`config.mk`:
```
export PLATFORM = sky130hd
export DESIGN_NAME = mul_share_arb
export DESIGN_NICKNAME = d
export VERILOG_FILES = /design/src/rtl/mul_share_arb.sv
export SDC_FILE = /design/constraint.sdc
export NUM_CORES = 1
export LEC_CHECK = 0
export BUFFER_PORTS_ARGS = -buffer_cell sky130_fd_sc_hd__clkbuf_2
export CAP_MARGIN = 20
export CORE_MARGIN = 3
export CORE_UTILIZATION = 30
export CTS_CLUSTER_DIAMETER = 80
export DETAILED_ROUTE_END_ITERATION = 12
export HOLD_SLACK_MARGIN = 0.06
export SYNTH_ARGS = -nofsm -noshare
export SYNTH_HDL_FRONTEND = slang
export SYNTH_SLANG_ARGS = --single-unit
```
`constraint.sdc`:
```
create_clock -name clk -period 15.8 [get_ports clk]
set_clock_uncertainty 0.05 [all_clocks]
set_input_delay 1.58 -clock clk [delete_from_list [all_inputs] [get_ports clk]]
set_output_delay 1.58 -clock clk [all_outputs]
set_load 0.01 [all_outputs]
```
`src/rtl/mul_share_arb.sv`:
```
// mul_share_arb: round-robin scheduler that shares one sign-magnitude
// fixed-point multiplier among NUM_REQ requesters.
// Two-stage pipeline: S1 holds the granted operands, S2 holds the finished
// product and drives the rsp_* outputs directly from registers.
// Optional build macro: MUL_SHARE_ARB_STATS_EN adds the ovf_count output,
// a saturating count of overflowed responses taken by the consumer.
module mul_share_arb #(
  parameter int WIDTH     = 12,
  parameter int FRAC_BITS = 6,
  parameter int NUM_REQ   = 4,
  parameter int IDW       = $clog2(NUM_REQ)
) (
  input  logic                       clk,
  input  logic                       rst_n,
  input  logic [NUM_REQ-1:0]         req_valid,
  output logic [NUM_REQ-1:0]         req_ready,
  input  logic [NUM_REQ*WIDTH-1:0]   req_a,
  input  logic [NUM_REQ*WIDTH-1:0]   req_b,
  output logic                       rsp_valid,
  input  logic                       rsp_ready,
  output logic [IDW-1:0]             rsp_id,
  output logic [WIDTH-1:0]           rsp_prod,
  output logic                       rsp_overflow
`ifdef MUL_SHARE_ARB_STATS_EN
  ,
  output logic [15:0]                ovf_count
`endif
);

  localparam int MW = WIDTH - 1;

  logic [IDW-1:0]   r_last;
  logic             r_s1_valid;
  logic [IDW-1:0]   r_s1_id;
  logic [WIDTH-1:0] r_s1_a;
  logic [WIDTH-1:0] r_s1_b;
  logic             r_rsp_valid;
  logic [IDW-1:0]   r_rsp_id;
  logic [WIDTH-1:0] r_rsp_prod;
  logic             r_rsp_ovf;

  logic             w_s2_adv;
  logic             w_accept;
  logic             w_xfer;
  logic             w_gnt_any;
  logic [IDW-1:0]   w_gnt_idx;
  logic [IDW-1:0]   w_cand;
  logic [WIDTH-1:0] w_sel_a;
  logic [WIDTH-1:0] w_sel_b;
  logic [2*MW-1:0]  w_shift;
  logic             w_ovf;
  logic [MW-1:0]    w_mag;
  logic             w_sign;

  // Pipeline advance: S2 frees when empty or consumed; S1 can take a new
  // entry whenever it is empty or moving into S2 this cycle.
  assign w_s2_adv = !r_rsp_valid || rsp_ready;
  assign w_accept = !r_s1_valid || w_s2_adv;
  // rst_n gates the grant so nothing is offered while reset is asserted.
  assign w_xfer   = w_gnt_any && w_accept && rst_n;

  // Round-robin search starting one past the last granted requester.
  always_comb begin
    w_gnt_any = 1'b0;
    w_gnt_idx = '0;
    w_cand    = '0;
    for (int k = 0; k < NUM_REQ; k++) begin
      w_cand = IDW'((int'(r_last) + 1 + k) % NUM_REQ);
      if (!w_gnt_any && req_valid[w_cand]) begin
        w_gnt_any = 1'b1;
        w_gnt_idx = w_cand;
      end
    end
  end

  // One-hot ready for the granted requester, only when S1 can accept.
  always_comb begin
    req_ready = '0;
    if (w_xfer) req_ready[w_gnt_idx] = 1'b1;
  end

  // Operand mux for the granted requester.
  always_comb begin
    w_sel_a = '0;
    w_sel_b = '0;
    for (int k = 0; k < NUM_REQ; k++) begin
      if (w_gnt_idx == IDW'(k)) begin
        w_sel_a = req_a[k*WIDTH +: WIDTH];
        w_sel_b = req_b[k*WIDTH +: WIDTH];
      end
    end
  end

  // Sign-magnitude multiply with realignment, saturation and zero cleanup.
  always_comb begin
    w_shift = ({{MW{1'b0}}, r_s1_a[MW-1:0]} * {{MW{1'b0}}, r_s1_b[MW-1:0]}) >> FRAC_BITS;
    w_ovf   = |w_shift[2*MW-1:MW];
    w_mag   = w_ovf ? {MW{1'b1}} : w_shift[MW-1:0];
    // A zero magnitude is always reported positive, whatever the input signs.
    w_sign  = (r_s1_a[MW] ^ r_s1_b[MW]) && (w_mag != '0);
  end

  // Round-robin pointer moves only on an actual transfer.
  always_ff @(posedge clk or negedge rst_n) begin
    if (!rst_n)      r_last <= IDW'(NUM_REQ - 1);
    else if (w_xfer) r_last <= w_gnt_idx;
  end

  // S1 operand register.
  always_ff @(posedge clk or negedge rst_n) begin
    if (!rst_n) begin
      r_s1_valid <= 1'b0;
      r_s1_id    <= '0;
      r_s1_a     <= '0;
      r_s1_b     <= '0;
    end else if (w_accept) begin
      r_s1_valid <= w_xfer;
      if (w_xfer) begin
        r_s1_id <= w_gnt_idx;
        r_s1_a  <= w_sel_a;
        r_s1_b  <= w_sel_b;
      end
    end
  end

  // S2 result register; holds while the consumer stalls.
  always_ff @(posedge clk or negedge rst_n) begin
    if (!rst_n) begin
      r_rsp_valid <= 1'b0;
      r_rsp_id    <= '0;
      r_rsp_prod  <= '0;
      r_rsp_ovf   <= 1'b0;
    end else if (w_s2_adv) begin
      r_rsp_valid <= r_s1_valid;
      if (r_s1_valid) begin
        r_rsp_id   <= r_s1_id;
        r_rsp_prod <= {w_sign, w_mag};
        r_rsp_ovf  <= w_ovf;
      end
    end
  end

  assign rsp_valid    = r_rsp_valid;
  assign rsp_id       = r_rsp_id;
  assign rsp_prod     = r_rsp_prod;
  assign rsp_overflow = r_rsp_ovf;

`ifdef MUL_SHARE_ARB_STATS_EN
  logic [15:0] r_ovf_count;

  // Saturating count of overflowed responses, taken on the rsp transfer.
  always_ff @(posedge clk or negedge rst_n) begin
    if (!rst_n)
      r_ovf_count <= '0;
    else if (r_rsp_valid && rsp_ready && r_rsp_ovf && (r_ovf_count != 16'hFFFF))
      r_ovf_count <= r_ovf_count + 16'd1;
  end

  assign ovf_count = r_ovf_count;
`endif

endmodule

```
# Yosys cells after proc, flatten, opt, wreduce, memory -nomap -nowiden
# Cells that the tools add are included.
# classes
add_sub_neg,4
n_mul,1
n_lt_le_gt_ge,6
n_eq_ne,3
muxes,28
bitwise,1
n_reduce_logical,19
# ops
cell,n
$mux W12,8
$mul A11 B11 Y22,1
$lt A2 B3 Y1 const B,5
$mux W11,1
$reduce_bool A11 Y1,1
$mux W1,9
$bmux W1 S2,4
$mux W2,4
$logic_and A1 B1 Y1,7
$add A2 B2 Y2 const B,3
$logic_not A1 Y1,5
$reduce_or A5 Y1,1
$eq A2 B2 Y1 const B,2
$mux W4,1
$reduce_and A2 Y1,2
$add A2 B1 Y2 const B,1
$demux W1 S2,1
$eq A2 B1 Y1 const B,1
$ge A2 B1 Y1 const B,1
$logic_not A2 Y1,1
$logic_or A1 B1 Y1,2
$xor A1 B1 Y1,1
# word_totals
ff_bits,45
input_bits,103
out_inout_bits,20
word_cells,71

# Depth between registers and ports, before layout
# Gate-level depths: netlist of run 1.
# depth
ltp_word,18
ltp_mapped,23
ltp_nobuf,20

# Least setup slack after synthesis of run 1
# No wires, ideal clock.
# synth_timing
path_type,reg-to-reg
from,register r_s1_b[2]
to,"register r_rsp_prod[0], in the netlist rsp_prod[0]"
setup_time_ns,0.121
arrival_time_ns,5.400
t_required_ns,15.629
path_slack_ns,10.228
path_stages_with_launch,21
path_buffers,2
synth_period_minus_slack_ns,5.572
cell_sequence,dfrtp_1 > clkbuf_1 > nand2_1 > fa_1 > inv_1 > fa_1 > fa_1 > fa_1 > inv_1 > fa_1 > inv_1 > ha_1 > nand2_1 > o31ai_1 > a211oi_1 > nor3b_1 > o21a_1 > o2111ai_1 > a211o_1 > buf_2 > o22a_1
# synth_between
elab_chain_len,3
# synth_rtl
item,line,text
"start, declared",36,logic [WIDTH-1:0] r_s1_b;
"start signal, assigned",121,r_s1_b <= w_sel_b;
$mul A11 B11 Y22 (*),96,"w_shift = ({{MW{1'b0}}, r_s1_a[MW-1:0]} * {{MW{1'b0}}, r_s1_b[MW-1:0]}) >> FRAC_BITS;"
$reduce_or A5 Y1,97,w_ovf = |w_shift[2*MW-1:MW];
$mux W11 (*),98,w_mag = w_ovf ? {MW{1'b1}} : w_shift[MW-1:0];
"end signal, assigned",137,"r_rsp_prod <= {w_sign, w_mag};"
"end, declared",39,logic [WIDTH-1:0] r_rsp_prod;
# Mark *: on every way between the ends. The rest lies on a longest branch, timed or not.
# A chain may end at the register's enable or synchronous reset.

# Final worst setup path of run 1
# layout_timing
from,register r_s1_b[2]
to,"register r_rsp_prod[11], in the netlist rsp_prod[11]"
# layout_between
elab_chain_len,5
# layout_rtl
item,line,text
$mul A11 B11 Y22 (*),96,
$reduce_or A5 Y1,97,
$mux W11 (*),98,
$reduce_bool A11 Y1 (*),100,w_sign = (r_s1_a[MW] ^ r_s1_b[MW]) && (w_mag != '0);
$logic_and A1 B1 Y1 (*),100,
# Marked as above.

==> results of run 1 <==
==> layer usage <==
layer  global-route usage (%)  up-vias  wire length [um]
met5                        0        -                 0
met4                     1.81        0               119
met3                     1.79       11               360
met2                     23.4       58              8340
met1                     16.6     2659              6840
li1                         -     2781                 -
==> state kept, by name, indices dropped and copies added, names as in the netlist <==
register and cells:
rsp_prod 12, r_s1_b 12, r_s1_valid 1, rsp_id 2, rsp_valid 1, r_last 2
rsp_overflow 1, r_s1_a 12, r_s1_id 2
==> kinds of logic (layout without fill, tap and decap cells) <==
| kind of cell | after synthesis | in the layout | share of synthesized area [%] |
|---|---|---|---|
| compound gates | 128 | 128 | 12.6 |
| buf+inv | 151 | 236 | 8.75 |
| mux | 5 | 5 | 0.796 |
| xor+xnor | 14 | 14 | 1.86 |
| fa+ha+maj | 136 | 136 | 34.7 |
| flops | 45 | 45 | 17.1 |
| simple gates | 342 | 342 | 24.2 |
==> layout by cell type (no fill, tap or decap), types with 3 or more instances in the layout <==
cell type,instances
o21a_1,4
xor2_1,6
buf_4,3
nand3_1,28
nor3b_1,3
a211oi_2,3
o22a_1,10
a211oi_1,4
clkbuf_2,122
nor3_1,5
mux2i_1,3
dfrtp_1,43
a211o_1,3
a21o_1,8
nand2_1,127
a21oi_1,22
and3_1,3
fa_1,79
clkbuf_16,5
ha_1,57
and2_1,81
inv_1,102
xnor2_1,8
nor2_1,81
o21ai_0,54
==> worst paths after layout <==
kind                             from           end  slack, ns  cells after the start
max                         r_s1_b[2]  rsp_prod[11]       9.76                     18
min                        r_s1_id[1]    r_s1_id[1]       0.43                      1
max reg2reg                 r_s1_b[2]  rsp_prod[11]       9.76                     18
min reg2reg                r_s1_id[1]    r_s1_id[1]       0.43                      1
max in group asynchronous       rst_n    r_s1_a[11]      13.97                      2
min in group asynchronous       rst_n    r_s1_id[0]       1.32                      2
==> synthesized netlist by cell type (all sizes together) (4+ instances only) <==
master / instances / area share (%)
a211oi: 7 / 1.0
a21o: 8 / 0.91
a21oi: 23 / 1.8
and2: 81 / 7.7
buf: 5 / 0.45
clkbuf: 44 / 2.5
dfrtp: 43 / 16
fa: 79 / 24
ha: 57 / 11
inv: 102 / 5.8
nand2: 127 / 7.2
nand3: 28 / 2.1
nor2: 82 / 4.7
nor3: 5 / 0.38
o21a: 4 / 0.45
o21ai: 57 / 4.4
o22a: 10 / 1.3
xnor2: 8 / 1.1
xor2: 6 / 0.80
==> cell type report <==
class                      count  area share, %
clock buffer                   6           1.69
clock inverter                 2          0.510
inverter                     102           5.03
multi-input combinational    625           64.7
sequential                    45           14.8
tap                          275           4.52
timing repair buffer         126           8.68
==> stage by stage <==
stage	utilization [%]	worst slack, ns	instances	hold WS, ns
2_1_floorplan	-	10.23	821	0.394
3_3_place_gp	34.7	9.86	1172	0.409
3_5_place_dp	34.7	9.78	1172	0.414
4_1_cts	35.5	9.75	1180	0.429
5_1_grt	35.6	9.35	1181	0.447
6_report	35.6	9.76	1181	0.426
==> results.py, run 1 <==
metrics = {
    "die": {
        "fp.dieW_um": 154,
        "fp.coreArea_um2": 21400,
        "die_y_um": 154,
        "rows": 53,
        "dieArea_um2": 23800,
        "ioPinCount": 123,
        "initial_core_util_pct": 30.9,
    },
    "clocking": {
        "cts_hold_buf": 0,
        "cts-buffers-inserted": 5,
        "root_buffer": "clkbuf_16",
        "cts_setup_buffers": 0,
        "cts_tree": "yes",
        "clock_path_buffers": 2,
        "clock_latency_ns": 0.29,
        "post_cts_resized": 0,
        "clkTransAtPathRegs_ns": 0.07,
        "h-tree-depth": 2,
        "clock_sinks": 45,
    },
    "worst_setup_path": {
        "crit_path_start_kind": "flop",
        "cp_num_buf_inv": 3,
        "crit_path_max_fanout": 12,
        "cp_slowest_cell": "dfrtp_1",
        "cp_common_cell": "fa_1",
        "worstPathCellList": "nand2_1, fa_1, inv_1, fa_1, fa_1, fa_1, inv_1, fa_1, inv_1, ha_1, nand2_1, o31ai_1, a211oi_1, nor3b_1, o21a_1, o2111ai_1, a211o_1, o31a_1",
        "worst_path_dominant_cell_family": "adder cells",
        "critical_path_required_ns": 15.94,
        "endpoint_kind": "flop",
        "critPathKind": "flop to flop",
        "slowest_delay_ns": 0.59,
        "worstPathArrival_ns": 6.18,
    },
    "final_layout": {
        "n_fill_cell": 2270,
        "nNetsFinal": 1144,
        "multi_input_area_um2": 4930,
        "seqCellArea_um2": 1130,
        "design_area_um2": 7610,
        "drive_above_1_share_pct": 16.6,
        "diodes": 0,
        "area_growth_pct": 15.3,
    },
    "drt": {
        "drt_pass1_iterations": 4,
        "ant_nets": 0,
        "avgRoutedWirePerCell_um": 13.3,
        "vias_per_cell": 4.66,
        "routed_wl_um": 15700,
        "vias": 5509,
        "first_iter_violations": 256,
        "drc": 0,
    },
    "run": {
        "maxCapViolCount": 0,
    },
    "synthesis": {
        "postSynth.asyncResetShare_pct": 100,
        "syn_inst": 821,
        "yosysSeqAreaShare_pct": 17.1,
        "netlist-cell-type-count": 56,
        "synth_edf_count": 0,
        "ys_warn_count": 0,
        "synth_seq_cells": 45,
        "ys.flop_type": "dfrtp_1",
        "postSynthAreaPerCell_um2": 8.04,
        "syn-num-nets": 1060,
        "syn-cell-area_um2": 6600,
    },
    "sta": {
        "tightestPinTransition_ns": 0.925,
        "tns_ns": 0,
        "rsz0062_at_grt": "false",
        "timing.fmax_mhz": 166,
        "finalMaxSlewViolations": 0,
        "finalCriticalPeriod_ns": 6.04,
        "period_share_pct": 38.2,
        "slew_headroom_pct": 38.4,
        "setup_violations": 0,
        "hold_viol": 0,
    },
    "grt": {
        "grt-ovfl-total": 0,
        "grt_util_all_layers_pct": 12.9,
        "grt_pass1_vias": 5312,
        "grt_pass1_wl_um": 25600,
        "antenna_found_initial": 0,
        "grt_start_max_net_pins": 58,
    },
    "placement": {
        "postPlaceCellArea_um2": 7420,
        "gp_congestion": 0.825,
        "io_buffers": 122,
        "detailed_place_hpwl_um": 13000,
    },
    "min_path": {
        "hold_path_class": "flop to flop",
    },
    "status": {
        "status": "finished, final reports clean",
    },
}
Power of run 1 is not shown: default switching activity piles up to over one toggle a cycle in this logic, so the estimate is an artifact.
==> inputs of run 2 (changes only) <==
Clock period 15.8 ns to 5.3 ns, I/O delays scaled along.
==> run 2 against run 1 <==
  * The flow now finishes with violations (negative setup slack)
  * Flip-flop and latch count unchanged
  * Sequential share of layout area down 1.3 points
  * Critical path type unchanged
  * Final cell count up 7.1%
  * Largest cell class unchanged
  * Critical path depth up 2
  * Core utilization up 4.2 points
  * Worst hold slack worse by 0.077 ns
  * Wire length up 4.7%
  * Non-clock buffer count up 84
  * Die area unchanged
  * Cell area up 12%
==> results.py, run 2 (synthesis gave the netlist of run 1 again) <==
metrics = {
    "worst_setup_path": {
        "crit_end": "rsp_prod[10]",
        "path_depth": 20,
        "rr_startpoint": "r_s1_a[2]",
        "slowest_delay_ns": 0.57,
        "crit_path_start_kind": "flop",
        "r2r-end": "rsp_prod[10]",
        "r2r_setup_slack_ns": -0.26,
        "critical_path_required_ns": 5.43,
        "startpoint": "r_s1_a[2]",
        "worstPathArrival_ns": 5.69,
        "worstPathCellList": "buf_4, and2_1, fa_1, fa_1, fa_1, fa_1, inv_1, fa_1, inv_1, ha_4, buf_12, nand3_1, o31ai_4, a211oi_4, nor2_4, xnor2_1, o2111ai_2, a211o_4, clkbuf_16, o22a_1",
        "critPathKind": "flop to flop",
        "cp_slowest_cell": "fa_1",
        "worst_path_dominant_cell_family": "adder cells",
        "cp_num_buf_inv": 5,
        "cp_common_cell": "fa_1",
        "endpoint_kind": "flop",
        "crit_path_max_fanout": 5,
        "worst_r2r_path_depth": 20,
    },
    "clocking": {
        "clock_path_buffers": 2,
        "root_buffer": "clkbuf_16",
        "cts_hold_buf": 0,
        "clock_latency_ns": 0.30,
        "clock_sinks": 45,
        "clkTransAtPathRegs_ns": 0.08,
        "cts-buffers-inserted": 5,
        "cts_tree": "yes",
        "h-tree-depth": 2,
    },
    "final_layout": {
        "final_common_cell": "clkbuf_2",
        "layout_common_cells": "122 x clkbuf_2, 120 x nand2_1, 97 x inv_1, 85 x buf_4, 81 x nor2_1",
        "multi_input_area_um2": 5170,
        "diodes": 0,
        "area_growth_pct": 29.0,
        "nNetsFinal": 1228,
        "n_fill_cell": 2193,
        "drive_above_1_share_pct": 29.6,
        "seqCellArea_um2": 1150,
    },
    "drt": {
        "avgRoutedWirePerCell_um": 13.0,
        "ant_nets": 0,
        "vias": 5860,
        "first_iter_violations": 180,
        "routed_wl_um": 16400,
        "drc": 0,
        "drt_pass1_iterations": 4,
        "vias_per_cell": 4.63,
    },
    "sta": {
        "finalCriticalPeriod_ns": 5.56,
        "slew_headroom_pct": 40.0,
        "rsz0062_at_grt": "true",
        "finalMaxSlewViolations": 0,
        "timing.fmax_mhz": 180,
        "tightestPinTransition_ns": 0.900,
        "hold_viol": 0,
        "setup_slack_ns": -0.260,
        "setup_violations": 12,
        "period_share_pct": 105,
    },
    "grt": {
        "grt_pass1_wl_um": 26900,
        "grt_util_all_layers_pct": 13.2,
        "grt_pass1_vias": 5739,
        "antenna_found_initial": 0,
        "grt_start_max_net_pins": 58,
        "grt-ovfl-total": 0,
    },
    "die": {
        "ioPinCount": 123,
        "initial_core_util_pct": 30.9,
        "fp.dieW_um": 154,
        "rows": 53,
        "fp.coreArea_um2": 21400,
        "dieArea_um2": 23800,
        "die_y_um": 154,
    },
    "run": {
        "maxCapViolCount": 0,
    },
    "min_path": {
        "hold_path_class": "input port to asynchronous set/reset pin",
    },
    "status": {
        "status": "complete, but fails checks",
        "violations": "negative setup slack",
    },
    "placement": {
        "io_buffers": 122,
        "pre_cts_slack_ns": -0.315,
        "detailed_place_hpwl_um": 13400,
        "gp_congestion": 0.795,
    },
}
-- run 2: cell count changes in the layout (fill, tap and decap cells not counted), sizes merged --
cell,previous run,this run
bufinv,1,0
clkinv,1,0
buf,4,87
inv,102,105
-- run 2: timing repair --
| item | in CTS | in global routing |
|---|---|---|
| endpoints found under the setup margin | 12 | 13 |
| gates cloned | 0 | 1 |
| resized for setup | 25 | 24 |
| pin swaps | 15 | 15 |
| buffers inserted | 13 | 5 |
-- run 2: through the flow --
stage / cells / TNS, ns / util [%] / area [um2] / hold slack (ns)
finish: 1265 / -2.92 / 39.9 / 8520 / 0.348
global route: 1265 / -6.07 / 39.9 / 8520 / 0.434
CTS: 1259 / -1.95 / 39.2 / 8370 / 0.417
detailed placement: 1238 / -3.61 / 37.6 / 8040 / 0.429
global placement: 1238 / -2.84 / 37.6 / 8040 / 0.420
floorplan: 821 / 0 / - / 6830 / 0.184
-- run 2: area by class of cell --
| class | instances | area share [%] |
|---|---|---|
| flip-flops and latches | 45 | 13.5 |
| clock buffers | 5 | 1.47 |
| inverters | 102 | 4.49 |
| repair buffers | 210 | 15.4 |
| multi-input cells | 625 | 60.8 |
| well taps | 275 | 4.04 |
| clock inverters | 3 | 0.338 |
-- run 2: worst min-delay path by stage --
stage             endpoint  depth (start not counted)
2_1_floorplan    r_s1_a[0]                          0
3_3_place_gp     rsp_valid                          1
3_5_place_dp     rsp_valid                          1
4_1_cts        rsp_prod[6]                          2
5_1_grt        rsp_prod[6]                          2
6_report       rsp_prod[6]                          2
-- run 2: routing by layer --
layer  wire length, um  vias to the layer above  GRT usage, %
met5                 0                        -             0
met4                82                        0          1.47
met3               304                        8          1.18
met2              8890                       55          24.8
met1              7130                     2852          17.0
li1                  -                     2945             -
-- run 2: worst register-to-register path, delay by kind of cell (launching register included) --
kind	cells	cell delay, ns
simple gates	3	0.37
fa+ha+maj	6	2.75
buf+inv	5	0.56
xor+xnor	1	0.20
compound gates	5	1.09
flops	1	0.45
Power of run 2 is left out for the same reason.
==> inputs of run 3 (changes only) <==
Settings changed: PLACE_DENSITY from default to 0.57, SKIP_CTS_REPAIR_TIMING from default to 1.
==> run 3 against run 2 <==
  * The run still ends with negative setup slack left
  * Global-route usage up 0.31 points
  * Register-to-register slack improved by 0.03 ns
  * Non-clock buffer count down 9
  * Die area is the same
  * Largest cell class unchanged
  * Via count fell by 0.82%
  * Critical path depth down 2
  * Setup slack improved by 0.029 ns
  * Wire length grew 3.3%
  * Sequential share of layout area about the same
  * Core utilization down 0.15 points
==> results.py, run 3 (synthesis gave the netlist of run 1 again) <==
metrics = {
    "status": {
        "status": "complete, but fails checks",
        "violations": "negative setup slack",
    },
    "worst_setup_path": {
        "slowest_delay_ns": 0.57,
        "endpoint_kind": "flop",
        "startpoint": "r_s1_b[4]",
        "cp_slowest_cell": "fa_1",
        "r2r_setup_slack_ns": -0.23,
        "worstPathCellList": "buf_12, nand2_2, fa_1, fa_1, inv_1, fa_1, fa_1, inv_2, fa_1, inv_2, ha_4, nand4_1, a211oi_4, a211oi_2, xnor2_1, a2111o_1, or4_1, o31a_1",
        "crit_path_max_fanout": 4,
        "critical_path_required_ns": 5.44,
        "worst_r2r_path_depth": 18,
        "cp_common_cell": "fa_1",
        "r2r-end": "rsp_prod[11]",
        "crit_path_start_kind": "flop",
        "crit_end": "rsp_prod[11]",
        "rr_startpoint": "r_s1_b[4]",
        "critPathKind": "flop to flop",
        "worstPathArrival_ns": 5.67,
    },
    "final_layout": {
        "layoutNonFillerInstCount": 1256,
        "drive_above_1_share_pct": 28.7,
        "nNetsFinal": 1219,
        "area_growth_pct": 28.5,
        "layout_common_cells": "122 x clkbuf_2, 118 x nand2_1, 97 x inv_1, 80 x and2_1, 80 x nor2_1",
        "diodes": 0,
        "final_common_cell": "clkbuf_2",
    },
    "clocking": {
        "clock_sinks": 45,
        "cts-buffers-inserted": 5,
        "clock_path_buffers": 2,
        "clock_latency_ns": 0.30,
        "h-tree-depth": 2,
        "cts_tree": "yes",
        "root_buffer": "clkbuf_16",
        "clkTransAtPathRegs_ns": 0.07,
    },
    "die": {
        "dieArea_um2": 23800,
        "die_y_um": 154,
        "initial_core_util_pct": 30.9,
        "rows": 53,
        "fp.dieW_um": 154,
        "ioPinCount": 123,
        "fp.coreArea_um2": 21400,
    },
    "drt": {
        "avgRoutedWirePerCell_um": 13.5,
        "vias_per_cell": 4.63,
        "first_iter_violations": 265,
        "routed_wl_um": 17000,
        "vias": 5812,
        "ant_nets": 0,
        "drc": 0,
        "drt_pass1_iterations": 4,
    },
    "sta": {
        "rsz0062_at_grt": "true",
        "timing.fmax_mhz": 181,
        "finalMaxSlewViolations": 0,
        "hold_slack_ns": 0.375,
        "setup_slack_ns": -0.231,
        "period_share_pct": 104,
        "finalCriticalPeriod_ns": 5.53,
        "slew_headroom_pct": 38.8,
        "hold_viol": 0,
        "setup_violations": 12,
        "tightestPinTransition_ns": 0.919,
    },
    "grt": {
        "grt_util_all_layers_pct": 13.6,
        "grt-ovfl-total": 0,
        "grt_start_max_net_pins": 58,
        "grt_pass1_vias": 5639,
        "grt_pass1_wl_um": 27000,
        "antenna_found_initial": 0,
    },
    "run": {
        "maxCapViolCount": 0,
    },
    "placement": {
        "detailed_place_hpwl_um": 13900,
        "io_buffers": 122,
        "gp_congestion": 0.794,
        "place_inst": 1237,
    },
    "min_path": {
        "hold_path_class": "input port to asynchronous set/reset pin",
    },
}
-- run 3: cell types whose count changed in the layout (fill, tap and decap cells not counted), sizes merged --
cell and change:
buf -8, inv -3, bufinv +1, clkinv +1
-- run 3: per-stage QoR --
step           cell area, um2  worst slack [ns]  setup TNS (ns)  util [%]
2_1_floorplan            6830           0.00631               0         -
3_3_place_gp             8020            -0.287           -3.35      37.5
3_5_place_dp             8020            -0.326           -3.75      37.5
4_1_cts                  8180            -0.346           -4.00      38.3
5_1_grt                  8490            -0.447           -5.29      39.7
6_report                 8490            -0.231           -2.59      39.7
-- run 3: per-layer routing --
| layer | global-route usage (%) | vias to the layer above | routed length [um] |
|---|---|---|---|
| li1 | - | 2920 | - |
| met1 | 17.9 | 2808 | 7390 |
| met2 | 24.0 | 66 | 8940 |
| met3 | 1.85 | 18 | 377 |
| met4 | 2.44 | 0 | 243 |
| met5 | 0 | - | 0 |
-- run 3: worst max-delay path, delay by kind of cell, from the launching register on --
| family | cells | cell delay (ns) |
|---|---|---|
| AO/OA/AOI/OAI | 4 | 1.04 |
| adder cells (fa/ha/maj) | 6 | 2.73 |
| AND/OR/NAND/NOR | 3 | 0.66 |
| flip-flops | 1 | 0.46 |
| buffers and inverters | 4 | 0.29 |
| XOR/XNOR | 1 | 0.18 |
-- run 3: layout make-up --
class / instances / area (um2)
repair buffers: 201 / 1260
inverters: 102 / 383
well taps: 275 / 344
clock buffers: 6 / 129
multi-input cells: 625 / 5190
flip-flops and latches: 45 / 1150
fillers: 2250 / 12900
clock inverters: 2 / 38.8
-- run 3: worst min-delay path by stage --
stage,from,depth (start not counted),endpoint
floorplan,rst_n,0,r_s1_a[0]
global placement,r_s1_id[1],1,r_s1_id[1]
detailed placement,r_s1_id[1],1,r_s1_id[1]
CTS,rst_n,2,rsp_prod[6]
global route,rst_n,2,rsp_prod[6]
finish,rst_n,2,rsp_prod[6]
Power of run 3 is left out for the same reason.
